## src/rtl/uart_tx_param_pkg.sv

```systemverilog
// Shared types and width helpers for the parametrised UART transmitter.
package uart_pkg;

    typedef enum logic [1:0] {PAR_NONE, PAR_ODD, PAR_EVEN} parity_t;

    // State names carry an ST_ prefix so they cannot collide with the PARITY parameter.
    typedef enum logic [2:0] {ST_IDLE, ST_START, ST_DATA, ST_PARITY, ST_STOP} tx_state_t;

    // Bits needed for a counter that runs 0..n-1 (at least one bit).
    function automatic int cnt_w(input int n);
        return (n <= 2) ? 1 : $clog2(n);
    endfunction

endpackage

```

## src/rtl/uart_tx_param_if.sv

```systemverilog
// Host-side write/status bundle of the UART transmitter.
interface uart_tx_param_if #(
    parameter int DATA_BITS = 8
);
    logic                 wr_en;
    logic [DATA_BITS-1:0] wr_data;
    logic                 full;
    logic                 empty;
    logic                 overflow;
    logic                 busy;
    logic                 txd;

    modport master (
        output wr_en, wr_data,
        input  full, empty, overflow, busy, txd
    );

    modport slave (
        input  wr_en, wr_data,
        output full, empty, overflow, busy, txd
    );
endinterface

```

## src/rtl/uart_tx_fifo.sv

```systemverilog
// Transmit FIFO: extra pointer MSB distinguishes full from empty.
module uart_tx_fifo
    import uart_pkg::*;
#(
    parameter int DATA_BITS  = 8,
    parameter int FIFO_DEPTH = 4
) (
    input  logic                 hwclk,
    input  logic                 reset,
    input  logic                 wr_en,
    input  logic [DATA_BITS-1:0] wr_data,
    input  logic                 rd_en,
    output logic [DATA_BITS-1:0] rd_data,
    output logic                 full,
    output logic                 empty
);
    localparam int AW = cnt_w(FIFO_DEPTH);

    logic [DATA_BITS-1:0] mem [FIFO_DEPTH];
    logic [AW:0]          wptr;
    logic [AW:0]          rptr;
    logic                 do_wr;
    logic                 do_rd;

    // full/empty are evaluated on the pre-edge pointers, so a write into a full FIFO is dropped even when a pop happens on the same edge
    assign do_wr = wr_en && !full;
    assign do_rd = rd_en && !empty;

    assign empty   = (wptr == rptr);
    assign full    = (wptr[AW] != rptr[AW]) && (wptr[AW-1:0] == rptr[AW-1:0]);
    assign rd_data = mem[rptr[AW-1:0]];

    // Pointer update; both wrap naturally through the extra MSB
    always_ff @(posedge hwclk or posedge reset) begin
        if (reset) begin
            wptr <= '0;
            rptr <= '0;
        end else begin
            if (do_wr) wptr <= wptr + 1'b1;
            if (do_rd) rptr <= rptr + 1'b1;
        end
    end

    // Storage array, no reset needed on payload
    always_ff @(posedge hwclk) begin
        if (do_wr) mem[wptr[AW-1:0]] <= wr_data;
    end
endmodule

```

## src/rtl/uart_tx_param.sv

```systemverilog
// Parametrised UART transmitter: FIFO-buffered, configurable frame format.
module uart_tx_param
    import uart_pkg::*;
#(
    parameter int      CLKS_PER_BIT = 104,
    parameter int      DATA_BITS    = 8,
    parameter parity_t PARITY       = PAR_NONE,
    parameter int      STOP_BITS    = 1,
    parameter int      FIFO_DEPTH   = 4
) (
    input  logic         hwclk,
    input  logic         reset,
    uart_tx_param_if.slave bus
);
    localparam int BAUD_W = cnt_w(CLKS_PER_BIT);
    localparam int BIT_W  = cnt_w(DATA_BITS);
    localparam logic [BAUD_W-1:0] BAUD_LAST = BAUD_W'(CLKS_PER_BIT - 1);
    localparam logic [BIT_W-1:0]  DATA_LAST = BIT_W'(DATA_BITS - 1);
    localparam logic [BIT_W-1:0]  STOP_LAST = BIT_W'(STOP_BITS - 1);

    tx_state_t            state;
    tx_state_t            nxt;
    logic [BAUD_W-1:0]    baud_cnt;
    logic [BIT_W-1:0]     bit_cnt;
    logic [DATA_BITS-1:0] shreg;
    logic                 par_bit;
    logic                 bit_end;
    logic                 rd_en;
    logic [DATA_BITS-1:0] rd_data;
    logic                 full;
    logic                 empty;
    logic                 overflow;

    function automatic logic par_of(input logic [DATA_BITS-1:0] d);
        return (PARITY == PAR_ODD) ? ~(^d) : ^d;
    endfunction

    uart_tx_fifo #(
        .DATA_BITS (DATA_BITS),
        .FIFO_DEPTH(FIFO_DEPTH)
    ) u_fifo (
        .hwclk  (hwclk),
        .reset  (reset),
        .wr_en  (bus.wr_en),
        .wr_data(bus.wr_data),
        .rd_en  (rd_en),
        .rd_data(rd_data),
        .full   (full),
        .empty  (empty)
    );

    assign bit_end = (baud_cnt == BAUD_LAST);
    assign rd_en   = (state == ST_IDLE) && !empty;

    assign bus.full     = full;
    assign bus.empty    = empty;
    assign bus.overflow = overflow;

    // Sticky overflow: any write attempt against a full FIFO
    always_ff @(posedge hwclk or posedge reset) begin
        if (reset)                   overflow <= 1'b0;
        else if (bus.wr_en && full)  overflow <= 1'b1;
    end

    // State register plus baud/bit counters, both cleared on every state change
    always_ff @(posedge hwclk or posedge reset) begin
        if (reset) begin
            state    <= ST_IDLE;
            baud_cnt <= '0;
            bit_cnt  <= '0;
        end else begin
            state <= nxt;
            if (nxt != state) begin
                baud_cnt <= '0;
                bit_cnt  <= '0;
            end else if (bit_end) begin
                baud_cnt <= '0;
                bit_cnt  <= bit_cnt + 1'b1;
            end else begin
                baud_cnt <= baud_cnt + 1'b1;
            end
        end
    end

    // Shift register and parity bit: loaded at pop, shifted at the end of each data bit
    always_ff @(posedge hwclk) begin
        if (rd_en) begin
            shreg   <= rd_data;
            par_bit <= par_of(rd_data);
        end else if (state == ST_DATA && bit_end) begin
            shreg <= shreg >> 1;
        end
    end

    // Next-state decode
    always_comb begin
        nxt = state;
        case (state)
            ST_IDLE:   if (!empty) nxt = ST_START;
            ST_START:  if (bit_end) nxt = ST_DATA;
            ST_DATA:   if (bit_end && bit_cnt == DATA_LAST)
                           nxt = (PARITY != PAR_NONE) ? ST_PARITY : ST_STOP;
            ST_PARITY: if (bit_end) nxt = ST_STOP;
            ST_STOP:   if (bit_end && bit_cnt == STOP_LAST) nxt = ST_IDLE;
            default:   nxt = ST_IDLE;
        endcase
    end

    // Line driver: decoded from state so reset forces the line high without a clock
    always_comb begin
        bus.txd  = 1'b1;
        bus.busy = (state != ST_IDLE);
        case (state)
            ST_START:  bus.txd = 1'b0;
            ST_DATA:   bus.txd = shreg[0];
            ST_PARITY: bus.txd = par_bit;
            default:   bus.txd = 1'b1;
        endcase
    end
endmodule

```

## src/flat_wrapper.sv

```systemverilog
// flat-port wrapper written by rule: the top's interface ports become plain ports
module uart_tx_param_flat import uart_pkg::*;
#(
    parameter int      CLKS_PER_BIT = 104,
    parameter int      DATA_BITS    = 8,
    parameter parity_t PARITY       = PAR_NONE,
    parameter int      STOP_BITS    = 1,
    parameter int      FIFO_DEPTH   = 4
)
  (hwclk, reset, bus_wr_en, bus_wr_data, bus_full, bus_empty, bus_overflow, bus_busy, bus_txd);
  uart_tx_param_if #(.DATA_BITS(DATA_BITS)) bus_i ();
  input  logic hwclk;
  input  logic reset;
  input wire logic [$bits(bus_i.wr_en)-1:0] bus_wr_en;
  input wire logic [$bits(bus_i.wr_data)-1:0] bus_wr_data;
  output wire logic [$bits(bus_i.full)-1:0] bus_full;
  output wire logic [$bits(bus_i.empty)-1:0] bus_empty;
  output wire logic [$bits(bus_i.overflow)-1:0] bus_overflow;
  output wire logic [$bits(bus_i.busy)-1:0] bus_busy;
  output wire logic [$bits(bus_i.txd)-1:0] bus_txd;
  assign bus_i.wr_en = bus_wr_en;
  assign bus_i.wr_data = bus_wr_data;
  assign bus_full = bus_i.full;
  assign bus_empty = bus_i.empty;
  assign bus_overflow = bus_i.overflow;
  assign bus_busy = bus_i.busy;
  assign bus_txd = bus_i.txd;
  uart_tx_param #(.CLKS_PER_BIT(CLKS_PER_BIT), .DATA_BITS(DATA_BITS), .PARITY(PARITY), .STOP_BITS(STOP_BITS), .FIFO_DEPTH(FIFO_DEPTH)) u_core (.hwclk(hwclk), .reset(reset), .bus(bus_i));
endmodule
```

## config.mk

```make
export PLATFORM = sky130hd
export DESIGN_NAME = uart_tx_param_flat
export DESIGN_NICKNAME = d
export VERILOG_FILES = /design/src/rtl/uart_tx_param_pkg.sv /design/src/rtl/uart_tx_param_if.sv /design/src/rtl/uart_tx_fifo.sv /design/src/rtl/uart_tx_param.sv /design/src/flat_wrapper.sv
export SDC_FILE = /design/constraint.sdc
export NUM_CORES = 1
export LEC_CHECK = 0
export CAP_MARGIN = 20
export CORE_MARGIN = 2
export CORE_UTILIZATION = 40
export CTS_BUF_LIST = sky130_fd_sc_hd__clkbuf_8
export CTS_CLUSTER_SIZE = 24
export DETAILED_ROUTE_END_ITERATION = 10
export SYNTH_ARGS = -nofsm -noshare
export SYNTH_HDL_FRONTEND = slang
export SYNTH_HIERARCHICAL = 1
export SYNTH_SLANG_ARGS = --single-unit
```

## constraint.sdc

```tcl
create_clock -name hwclk -period 7.4 [get_ports hwclk]
set_input_delay 1.48 -clock hwclk [delete_from_list [all_inputs] [get_ports hwclk]]
set_output_delay 1.48 -clock hwclk [all_outputs]
set_load 0.01 [all_outputs]
```

* After elaboration in Yosys (flattened, before gate mapping)
Memory sizes are Yosys's and may differ from the RTL's.
Index checks and enable logic that the tools add are counted.
** Word-level totals
- Bits in registers :: 29
- RAM bits :: 32
- Input port bits :: 11
- Output and inout port bits :: 5
- Word-level logic and storage cells :: 54
- Memories kept :: 1
** Memory list
- u_core.u_fifo.mem :: depth 4, bits a word 8, read ports 1, clocked after memory_dff 0, write ports 1, RTL line uart_tx_fifo.sv:19 : logic [DATA_BITS-1:0] mem [FIFO_DEPTH];
** Operators by class
- Add/sub/neg operators :: 4
- Equality and inequality tests :: 10
- Multiplexer cells :: 15
- Reductions and logical operators :: 16
** Operators by type and width (count)
- $mux 3 :: 7
- $mux 8 :: 2
- $pmux 3 s5 :: 1
- $mux 7 :: 2
- $add 3x1->3 const B :: 3
- $logic_and 1x1->1 :: 8
- $reduce_xor 8->1 :: 1
- $add 7x1->7 const B :: 1
- $eq 7x7->1 const B :: 1
- $eq 3x2->1 const B :: 2
- $eq 3x3->1 const B :: 2
- $logic_not 3->1 :: 2
- $reduce_bool 2->1 :: 2
- $eq 3x1->1 const B :: 1
- $eq 3x3->1 :: 1
- $ne 3x3->1 :: 1
- $pmux 1 s3 :: 1
- $reduce_bool 3->1 :: 1
- $eq 2x2->1 :: 1
- $logic_not 1->1 :: 2
- $mux 1 :: 2
- $ne 1x1->1 :: 1

* Logic depth before layout (Yosys ltp)
Gate-level depths: netlist of the first run.
- Depth in word-level cells :: 6
- Gate-level depth with buffers :: 7
- Mapped depth without buffers :: 6

* Cells and area by module
The synthesis of the first run kept the hierarchy.
** Modules (own cells, without submodules)
- uart_tx_fifo :: times used 1, cells each 91, area an instance 1679.1 µm², sequential area each 1111.1 µm²
- uart_tx_param :: times used 1, cells each 104, area an instance 1233.7 µm², sequential area each 620.6 µm²

* Least setup slack after synthesis of the first run
OpenSTA, ideal clock, no wires.
- Path kind :: register -> output
- Start point :: register u_core.u_fifo.wptr[0]
- End point :: output bus_empty
- Arrival time :: 1.476 ns
- Data required time :: 5.920 ns
- Slack :: 4.444 ns
- Stages on the path, launching flop included :: 3
- Path buffers :: 0
- Path through :: dfrtp_1 > xor2_2 > nor3_1
** On the way
- Word-level cells in the longest chain between the ends :: 1
** Ends and longest elaborated chain
- start, declared :: RTL line uart_tx_fifo.sv:20 : logic [AW:0] wptr;
- start signal, assigned :: RTL line uart_tx_fifo.sv:39 : if (do_wr) wptr <= wptr + 1'b1;
- $eq 3x3->1 :: RTL line uart_tx_fifo.sv:29 : assign empty = (wptr == rptr);
- end, declared :: RTL line flat_wrapper.sv:17 : output wire logic [$bits(bus_i.empty)-1:0] bus_empty;
Every way passes these cells.

* Worst setup path in the final report of the first run
- Start point :: register u_core.u_fifo.rptr[0]
- End point :: output bus_empty
** On the way
- Word-level cells in the longest chain between the ends :: 1
** Ends and longest elaborated chain
- start, declared :: RTL line uart_tx_fifo.sv:21 : logic [AW:0] rptr;
- start signal, assigned :: RTL line uart_tx_fifo.sv:40 : if (do_rd) rptr <= rptr + 1'b1;
- $eq 3x3->1 :: RTL line uart_tx_fifo.sv:29
Every way passes these cells.

==> impl_metrics.env, run 1 <==
export IMPL_clock_sinks=61
export IMPL_setup_tns_ns=0
export IMPL_dpl_hpwl_um=3077
export IMPL_fin_crit_sh_pct=51.17
export IMPL_wl_met1_um=2274
export IMPL_place_congestion=0.8122
export IMPL_crit_path_end_kind="output pin"
export IMPL_slew_violations=0
export IMPL_io_buffers=15
export IMPL_max_stage_delay_ns=0.77
export IMPL_antenna_found_initial=0
export IMPL_worstPathArrival_ns=2.31
export IMPL_pwr_share_clk_pct=20.4
export IMPL_cts_resized=0
export IMPL_peakVddDrop_mv=0.1331
export IMPL_status="finished, final reports clean"
export IMPL_hold_class="reg -> reg"
export IMPL_cellLeakagePower_nw=1.253
export IMPL_row_count=31
export IMPL_drcViolationCount=0
export IMPL_p_per_area_mw_per_mm2=385.7
export IMPL_overflow=0
export IMPL_ys_seq_area_share_pct=59.45
export IMPL_place_inst=304
export IMPL_worstPathRequired_ns=5.92
export IMPL_wl_um=4676
export IMPL_min_from="u_core/baud_cnt[0]"
export IMPL_r2r_end="u_core/shreg[1]"
export IMPL_synth_top_cell_area_share_pct=42.27
export IMPL_power_w=0.001273
export IMPL_synthesis_nets=215
export IMPL_p_sw_w=0.0004480
export IMPL_cp_startpoint="u_core/u_fifo/rptr[0]"
export IMPL_avgViaCountPerCell=4.875
export IMPL_layout_common_cells="edfxtp_1, dfrtp_1, clkdlybuf4s50_1"
export IMPL_diodes=0
export IMPL_nets=236
export IMPL_synth_cell_types=44
export IMPL_drive_gt1_share_pct=16.74
export IMPL_rr_worst_depth=6
export IMPL_io_pins=16
export IMPL_wl_met2_um=2186
export IMPL_vias=1560
export IMPL_maxCapViolations=0
export IMPL_cp_cell_sequence="xor2_2 > nor3_1 > buf_4 > clkdlybuf4s50_1"
export IMPL_die_area_mm2=0.007981
export IMPL_cts_buffers=9
export IMPL_mostFrequentLayoutCell="edfxtp_1"
export IMPL_rsz0062_at_grt="false"
export IMPL_finClkSkew_ns=0.007163
export IMPL_syn_to_final_growth_pct=13.36
export IMPL_htree_levels=3
export IMPL_die_w_um=89.34
export IMPL_crit_path_start_kind="flip-flop"
export IMPL_coreArea_mm2=0.007137
export IMPL_whs_endpoint="u_core/baud_cnt[0]"
export IMPL_track_usage_pct=13.71
export IMPL_insertion_delay_ns=0.33
export IMPL_crit_family="flip-flops"
export IMPL_clockBufferDepth=2
export IMPL_ys_seq_elements=61
export IMPL_rrSetupSlack_ns=5.03
export IMPL_comb_power_share_pct=36.7
export IMPL_slew_headroom_pct=55.91
export IMPL_pwr_share_seq_pct=42.9
export IMPL_wl_per_cell_um=14.61
export IMPL_rr_startpoint="u_core/u_fifo/rptr[0]"
export IMPL_drt_first_iter_violations=77
export IMPL_syn_area_per_cell_um2=14.94
export IMPL_netlist_top_cells_area="edfxtp_1, dfrtp_1, mux4_1, xnor2_1, ha_1"
export IMPL_start_util_pct=40.81
export IMPL_synthCells=195
export IMPL_wl_met3_um=160
export IMPL_crit_path_top_delay_cell="dfrtp_1"
export IMPL_grt_pass1_wl_um=7866
export IMPL_ys_warn_count=6
export IMPL_worstSetupPathType="reg -> out"
export IMPL_holdWs_ns=0.4665
export IMPL_instances_no_fill=320
export IMPL_cts_root_buf="clkbuf_8"
export IMPL_top_layer="met4"
export IMPL_min_period_ns=3.787
export IMPL_critPathBufInv=2
export IMPL_postRouteAntennaNets=0
export IMPL_grt_pass1_vias=1591
export IMPL_worstMarginPinSlew_ns=0.6613
export IMPL_path_max_fanout=12
export IMPL_hold_depth=1
export IMPL_post_dp_cell_area_mm2=0.003129
export IMPL_hold_viol_final=0
export IMPL_hold_buffers=0
export IMPL_final_setup_viol_count=0
export IMPL_first_pass_iters=4
export IMPL_swShare_pct=35.18
export IMPL_synth_top_area_cell="edfxtp_1"
export IMPL_cts_tree="built"
export IMPL_cts_setup_buffers=0
export IMPL_grt_max_degree=15
export IMPL_final_area_mm2=0.003302
export IMPL_internal_power_w=0.0008255
export IMPL_path_clk_slew_ns=0.07
export IMPL_chipHeight_um=89.34
export IMPL_synthesis_area_mm2=0.002913
export IMPL_clock_fmax_mhz=264.1
==> through the flow <==
stage               setup WS [ns]  util [%]
floorplan                   4.444         -
global placement            3.986     43.85
detailed placement          3.949     43.85
CTS                         3.570     46.27
global route                3.427     46.27
finish                      3.613     46.27
==> final cells by class <==
| cell class | count | area (um^2) |
|---|---|---|
| fill | 648 | 3835 |
| inverter | 10 | 37.54 |
| clock buffer | 9 | 123.9 |
| clock inverter | 7 | 48.80 |
| multi-input combinational | 117 | 1071 |
| sequential | 61 | 1732 |
| timing repair buffer | 17 | 165.2 |
| tap | 99 | 123.9 |
==> logic make-up (layout without fill, tap and decap cells) <==
family / after synthesis / in the layout / share of synthesized area [%]
xor+xnor: 22 / 22 / 7.388
buf+inv: 17 / 43 / 3.780
simple gates: 44 / 44 / 8.849
fa+ha+maj: 9 / 9 / 3.866
mux: 16 / 16 / 10.27
compound gates: 26 / 26 / 6.400
flops: 61 / 61 / 59.45
==> cell usage after synthesis, drive strengths merged <==
cell / number
a22oi: 1
and2: 2
or3b: 1
mux2: 7
a31oi: 2
buf: 3
nand3: 5
xnor2: 14
mux4: 8
clkbuf: 4
nor2b: 1
nand2: 6
o31ai: 6
mux2i: 1
o32ai: 1
nor3b: 1
a21oi: 7
a21o: 2
inv: 10
edfxtp: 41
a311oi: 1
a211oi: 4
nand2b: 2
and3: 4
xor2: 8
or2: 2
or3: 1
nand4b: 1
nor3: 3
o21ai: 1
a21boi: 1
dfrtp: 20
nor2: 15
ha: 9
==> layer usage <==
layer / vias to the layer above / global-route usage [%]
met1: 761 / 18.42
met3: 5 / 4.155
li1: 766 / -
met4: 0 / 6.513
met2: 28 / 20.40
met5: - / 0
==> flip-flops by register name, summed over array words and instances (netlist names) <==
signal,cells
u_core/bit_cnt,3
u_core/u_fifo/rptr,3
u_core/u_fifo/wptr,3
u_core/baud_cnt,7
u_core/u_fifo/mem,32
u_core/state,3
u_core/shreg,8
u_core/bus.overflow,1
u_core/par_bit,1
==> worst max path at each step <==
stage                           end  slack, ns  cells after the start
after CTS                 bus_empty       3.57                      4
after floorplan           bus_empty       4.44                      2
after detailed placement  bus_empty       3.95                      4
after global routing      bus_empty       3.43                      4
final                     bus_empty       3.61                      4
after global placement    bus_empty       3.99                      4
==> power groups by stage <==
stage / registers (W) / logic (W) / clock network (W)
after floorplan: 0.000522 / 0.000383 / 0
after global placement: 0.000554 / 0.000465 / 0
after detailed placement: 0.000555 / 0.000471 / 0
after CTS: 0.000549 / 0.000473 / 0.000270
after global routing: 0.000559 / 0.000526 / 0.000288
final: 0.000547 / 0.000467 / 0.000259
Power figures use the tool's default switching activity.
==> run 2, diff against run 1 <==
clock period = 3.7 ns   (was 7.4 ns; I/O delays follow)
==> run 2 against run 1 <==
Global-route usage fell by 0.62 points; power rose by 110%; first-iteration DRC count fell by 30%; combinational power rose by 110%; wire length rose by 0.32%; highest routed layer unchanged; sequential power rose by 96%.
==> impl_metrics.env, run 2 (same netlist as run 1, synthesis figures left out) <==
export IMPL_comb_power_share_pct=36.8
export IMPL_htree_levels=3
export IMPL_io_buffers=15
export IMPL_mostFrequentLayoutCell="edfxtp_1"
export IMPL_final_setup_viol_count=0
export IMPL_slew_violations=0
export IMPL_path_clk_slew_ns=0.07
export IMPL_register_area_mm2=0.001732
export IMPL_min_from="u_core/bus.overflow"
export IMPL_worstMarginPinSlew_ns=0.6499
export IMPL_nets=237
export IMPL_setup_slack_ns=0.7500
export IMPL_io_pins=16
export IMPL_slew_headroom_pct=56.54
export IMPL_p_sw_w=0.0008949
export IMPL_antenna_found_initial=0
export IMPL_drive_gt1_share_pct=17.12
export IMPL_rr_startpoint="u_core/u_fifo/rptr[1]"
export IMPL_swShare_pct=34.11
export IMPL_postRouteAntennaNets=0
export IMPL_coreArea_mm2=0.007137
export IMPL_crit_path_top_delay_cell="dfrtp_1"
export IMPL_vias=1570
export IMPL_crit_family="buffers and inverters"
export IMPL_grt_max_degree=15
export IMPL_cellLeakagePower_nw=1.265
export IMPL_internal_power_w=0.001729
export IMPL_clockBufferDepth=2
export IMPL_wl_um=4691
export IMPL_cts_root_buf="clkbuf_8"
export IMPL_status="finished, final reports clean"
export IMPL_cts_buffers=9
export IMPL_chipHeight_um=89.34
export IMPL_first_pass_iters=4
export IMPL_insertion_delay_ns=0.34
export IMPL_pwr_share_seq_pct=40.8
export IMPL_largest_register_ffs=32
export IMPL_max_stage_delay_ns=0.68
export IMPL_drcViolationCount=0
export IMPL_dpl_hpwl_um=3166
export IMPL_pre_cts_ws_ns=1.114
export IMPL_start_util_pct=40.81
export IMPL_hold_buffers=0
export IMPL_critPathBufInv=2
export IMPL_cts_tree="built"
export IMPL_finClkSkew_ns=0.008201
export IMPL_min_period_ns=2.950
export IMPL_worstSetupPathType="reg -> out"
export IMPL_overflow=0
export IMPL_worstPathArrival_ns=2.21
export IMPL_setup_tns_ns=0
export IMPL_hold_class="reg -> reg"
export IMPL_crit_path_end_kind="output pin"
export IMPL_row_count=31
export IMPL_path_max_fanout=14
export IMPL_die_area_mm2=0.007981
export IMPL_pwr_share_clk_pct=22.4
export IMPL_track_usage_pct=13.10
export IMPL_grt_pass1_wl_um=7452
export IMPL_rsz0062_at_grt="false"
export IMPL_grt_pass1_vias=1511
export IMPL_p_per_area_mw_per_mm2=787.1
export IMPL_place_congestion=0.8170
export IMPL_cts_setup_buffers=0
export IMPL_wl_per_cell_um=14.61
export IMPL_clock_fmax_mhz=339.0
export IMPL_worstPathRequired_ns=2.96
export IMPL_hold_viol_final=0
export IMPL_die_w_um=89.34
export IMPL_cp_cell_sequence="xor2_1 > nor3_1 > buf_4 > clkdlybuf4s50_1"
export IMPL_clock_sinks=61
export IMPL_drt_first_iter_violations=54
export IMPL_avgViaCountPerCell=4.891
export IMPL_cts_resized=0
export IMPL_fin_crit_sh_pct=79.73
export IMPL_crit_path_start_kind="flip-flop"
export IMPL_layout_common_cells="edfxtp_1, dfrtp_1, clkdlybuf4s50_1"
export IMPL_diodes=0
export IMPL_syn_to_final_growth_pct=14.43
export IMPL_maxCapViolations=0
export IMPL_nFillCells=666
export IMPL_cp_startpoint="u_core/u_fifo/rptr[1]"
export IMPL_multi_input_area_mm2=0.001071
export IMPL_holdWs_ns=0.4667
export IMPL_peakVddDrop_mv=0.2451
[run 2: cell types whose count changed in the layout (fill, tap and decap cells not counted), sizes merged]
cell | before | now
clkinv | 5 | 2
buf | 2 | 3
bufinv | 0 | 1
clkinvlp | 0 | 1
inv | 12 | 13
[run 2: worst paths after layout]
path                                         end  slack [ns]  cells past startpoint
min                          u_core/bus.overflow        0.47                      1
min reg2reg                  u_core/bus.overflow        0.47                      1
max                                    bus_empty        0.75                      4
min in group asynchronous  u_core/u_fifo/wptr[1]        0.66                      2
max in group asynchronous        u_core/state[2]        2.56                      2
max reg2reg                      u_core/shreg[2]        1.37                      6
[run 2: power by group through the flow]
stage | Combinational (W) | Sequential [W] | Clock, W
after floorplan | 0.000765 | 0.00104 | 0
after global placement | 0.000967 | 0.00108 | 0
after detailed placement | 0.000974 | 0.00109 | 0
after CTS | 0.000978 | 0.00107 | 0.000612
after global routing | 0.00107 | 0.00109 | 0.000637
final | 0.000966 | 0.00107 | 0.000587
[run 2: metrics by stage]
| step | instances | utilization [%] | power, W | instance area (um^2) |
|---|---|---|---|---|
| after floorplan | 195 | - | 0.001810 | 2913 |
| after global placement | 305 | 43.95 | 0.002047 | 3137 |
| after detailed placement | 305 | 43.95 | 0.002062 | 3137 |
| after CTS | 321 | 46.70 | 0.002663 | 3333 |
| after global routing | 321 | 46.70 | 0.002795 | 3333 |
| final | 321 | 46.70 | 0.002624 | 3333 |
[run 2: layout make-up]
| type | count | area share, % |
|---|---|---|
| Clock buffer | 9 | 3.716 |
| Clock inverter | 7 | 2.177 |
| Inverter | 10 | 1.126 |
| Multi-Input combinational cell | 117 | 32.13 |
| Sequential cell | 61 | 51.95 |
| Tap cell | 99 | 3.716 |
| Timing Repair Buffer | 18 | 5.180 |
[run 2: routing by layer]
layer	share of wire (%)	global-route usage, %
met5	0	0
met4	1.7	6.513
met3	2.6	4.432
met2	47	19.66
met1	49	17.00
==> run 3, diff against run 2 <==
clock period = 2.98 ns   (was 3.7 ns; I/O delays follow)
==> run 3 against run 2 <==
Combinational power is 25% higher; worst hold slack got worse by 0.0068 ns; clock power grew 10%; critical endpoint unchanged; largest power group unchanged; highest routed layer unchanged.
==> impl_metrics.env, run 3 (same netlist as run 1, synthesis figures left out) <==
export IMPL_worstMarginPinSlew_ns=0.5472
export IMPL_largest_register_ffs=32
export IMPL_wl_um=4620
export IMPL_start_util_pct=40.81
export IMPL_worstSetupPathType="reg -> out"
export IMPL_rrSetupSlack_ns=0.78
export IMPL_hold_buffers=0
export IMPL_postRouteAntennaNets=0
export IMPL_mostFrequentLayoutCell="edfxtp_1"
export IMPL_clock_fmax_mhz=382.0
export IMPL_grt_pass1_wl_um=7707
export IMPL_cts_setup_buffers=0
export IMPL_track_usage_pct=13.41
export IMPL_wl_per_cell_um=14.30
export IMPL_rsz0062_at_grt="false"
export IMPL_endpoint="bus_empty"
export IMPL_r2r_end="u_core/shreg[0]"
export IMPL_rr_worst_depth=6
export IMPL_avgViaCountPerCell=4.867
export IMPL_slew_violations=0
export IMPL_clock_sinks=61
export IMPL_power_w=0.003178
export IMPL_cts_resized=0
export IMPL_crit_path_start_kind="flip-flop"
export IMPL_worstPathArrival_ns=2.02
export IMPL_finClkSkew_ns=0.007440
export IMPL_min_period_ns=2.617
export IMPL_htree_levels=3
export IMPL_crit_path_end_kind="output pin"
export IMPL_holdWs_ns=0.4599
export IMPL_hold_class="reg -> reg"
export IMPL_syn_to_final_growth_pct=14.13
export IMPL_final_setup_viol_count=0
export IMPL_drive_gt1_share_pct=17.86
export IMPL_utilization_pct=46.58
export IMPL_pre_cts_ws_ns=0.7075
export IMPL_slew_headroom_pct=63.48
export IMPL_coreArea_mm2=0.007137
export IMPL_layout_common_cells="edfxtp_1, dfrtp_1, clkdlybuf4s50_1"
export IMPL_nets=239
export IMPL_path_max_fanout=6
export IMPL_chipHeight_um=89.34
export IMPL_status="finished, final reports clean"
export IMPL_rr_startpoint="u_core/u_fifo/wptr[0]"
export IMPL_setup_tns_ns=0
export IMPL_row_count=31
export IMPL_setup_slack_ns=0.3625
export IMPL_dpl_hpwl_um=3155
export IMPL_fin_crit_sh_pct=87.84
export IMPL_drcViolationCount=0
export IMPL_hold_viol_final=0
export IMPL_die_w_um=89.34
export IMPL_maxCapViolations=0
export IMPL_p_per_area_mw_per_mm2=956.0
export IMPL_nFillCells=673
export IMPL_path_clk_slew_ns=0.07
export IMPL_cp_startpoint="u_core/u_fifo/wptr[0]"
export IMPL_die_area_mm2=0.007981
export IMPL_cts_root_buf="clkbuf_8"
export IMPL_drt_first_iter_violations=67
export IMPL_clockBufferDepth=2
export IMPL_place_congestion=0.7799
export IMPL_insertion_delay_ns=0.34
export IMPL_grt_pass1_vias=1543
export IMPL_io_buffers=15
export IMPL_cellLeakagePower_nw=1.269
export IMPL_overflow=0
export IMPL_grt_max_degree=15
export IMPL_worstPathRequired_ns=2.38
export IMPL_antenna_found_initial=0
export IMPL_peakVddDrop_mv=0.3420
export IMPL_cts_buffers=9
export IMPL_first_pass_iters=4
export IMPL_io_pins=16
export IMPL_hold_depth=1
export IMPL_vias=1572
export IMPL_cts_tree="built"
export IMPL_diodes=0
## run 3: cell count changes in the layout (fill, tap and decap cells not counted)
| cell | change |
|---|---|
| bufinv_16 | -1 |
| clkinv_2 | +1 |
| clkinvlp_4 | -1 |
| buf_4 | +2 |
| clkinv_4 | +1 |
## run 3: where the power goes
group / internal, W / total, W / leakage, nW / switching, W
clock network: 0.000305 / 0.000646 / 0.0918 / 0.000341
logic: 0.000592 / 0.00121 / 0.551 / 0.000619
registers: 0.00117 / 0.00132 / 0.626 / 0.000153
total: 0.00207 / 0.00318 / 1.27 / 0.00111
## run 3: worst min-delay path by stage
| stage | start | endpoint |
|---|---|---|
| after global placement | u_core/bus.overflow | u_core/bus.overflow |
| after detailed placement | u_core/bus.overflow | u_core/bus.overflow |
| final | u_core/bus.overflow | u_core/bus.overflow |
| after CTS | u_core/baud_cnt[0] | u_core/baud_cnt[0] |
| after floorplan | reset | u_core/u_fifo/rptr[0] |
| after global routing | u_core/baud_cnt[0] | u_core/baud_cnt[0] |
## run 3: routing by layer
layer	share of wire [%]	track usage, %	wire [um]	up-vias
met5	0	0	0	-
met4	2.2	7.327	101	0
met3	2.7	4.432	127	9
met2	48	20.07	2210	19
met1	47	17.22	2181	761
li1	-	-	-	783
## run 3: area by class of cell
cell class	count	area [um^2]	area share, %
clock inverter	7	48.80	1.468
inverter	10	37.54	1.129
sequential	61	1732	52.09
clock buffer	9	123.9	3.726
multi-input combinational	117	1071	32.22
tap	99	123.9	3.726
timing repair buffer	20	187.7	5.645
## run 3: metrics by stage
stage	cell area, um^2	std cells
5_1_grt	3324	323
3_5_place_dp	3152	307
4_1_cts	3324	323
3_3_place_gp	3152	307
6_report	3324	323
2_1_floorplan	2913	195
## run 3: critical path, cell delays in order (launching register included)
cell	delay [ns]
dfrtp_1	0.49
xor2_2	0.23
nor3_1	0.35
clkdlybuf4s50_1	0.61
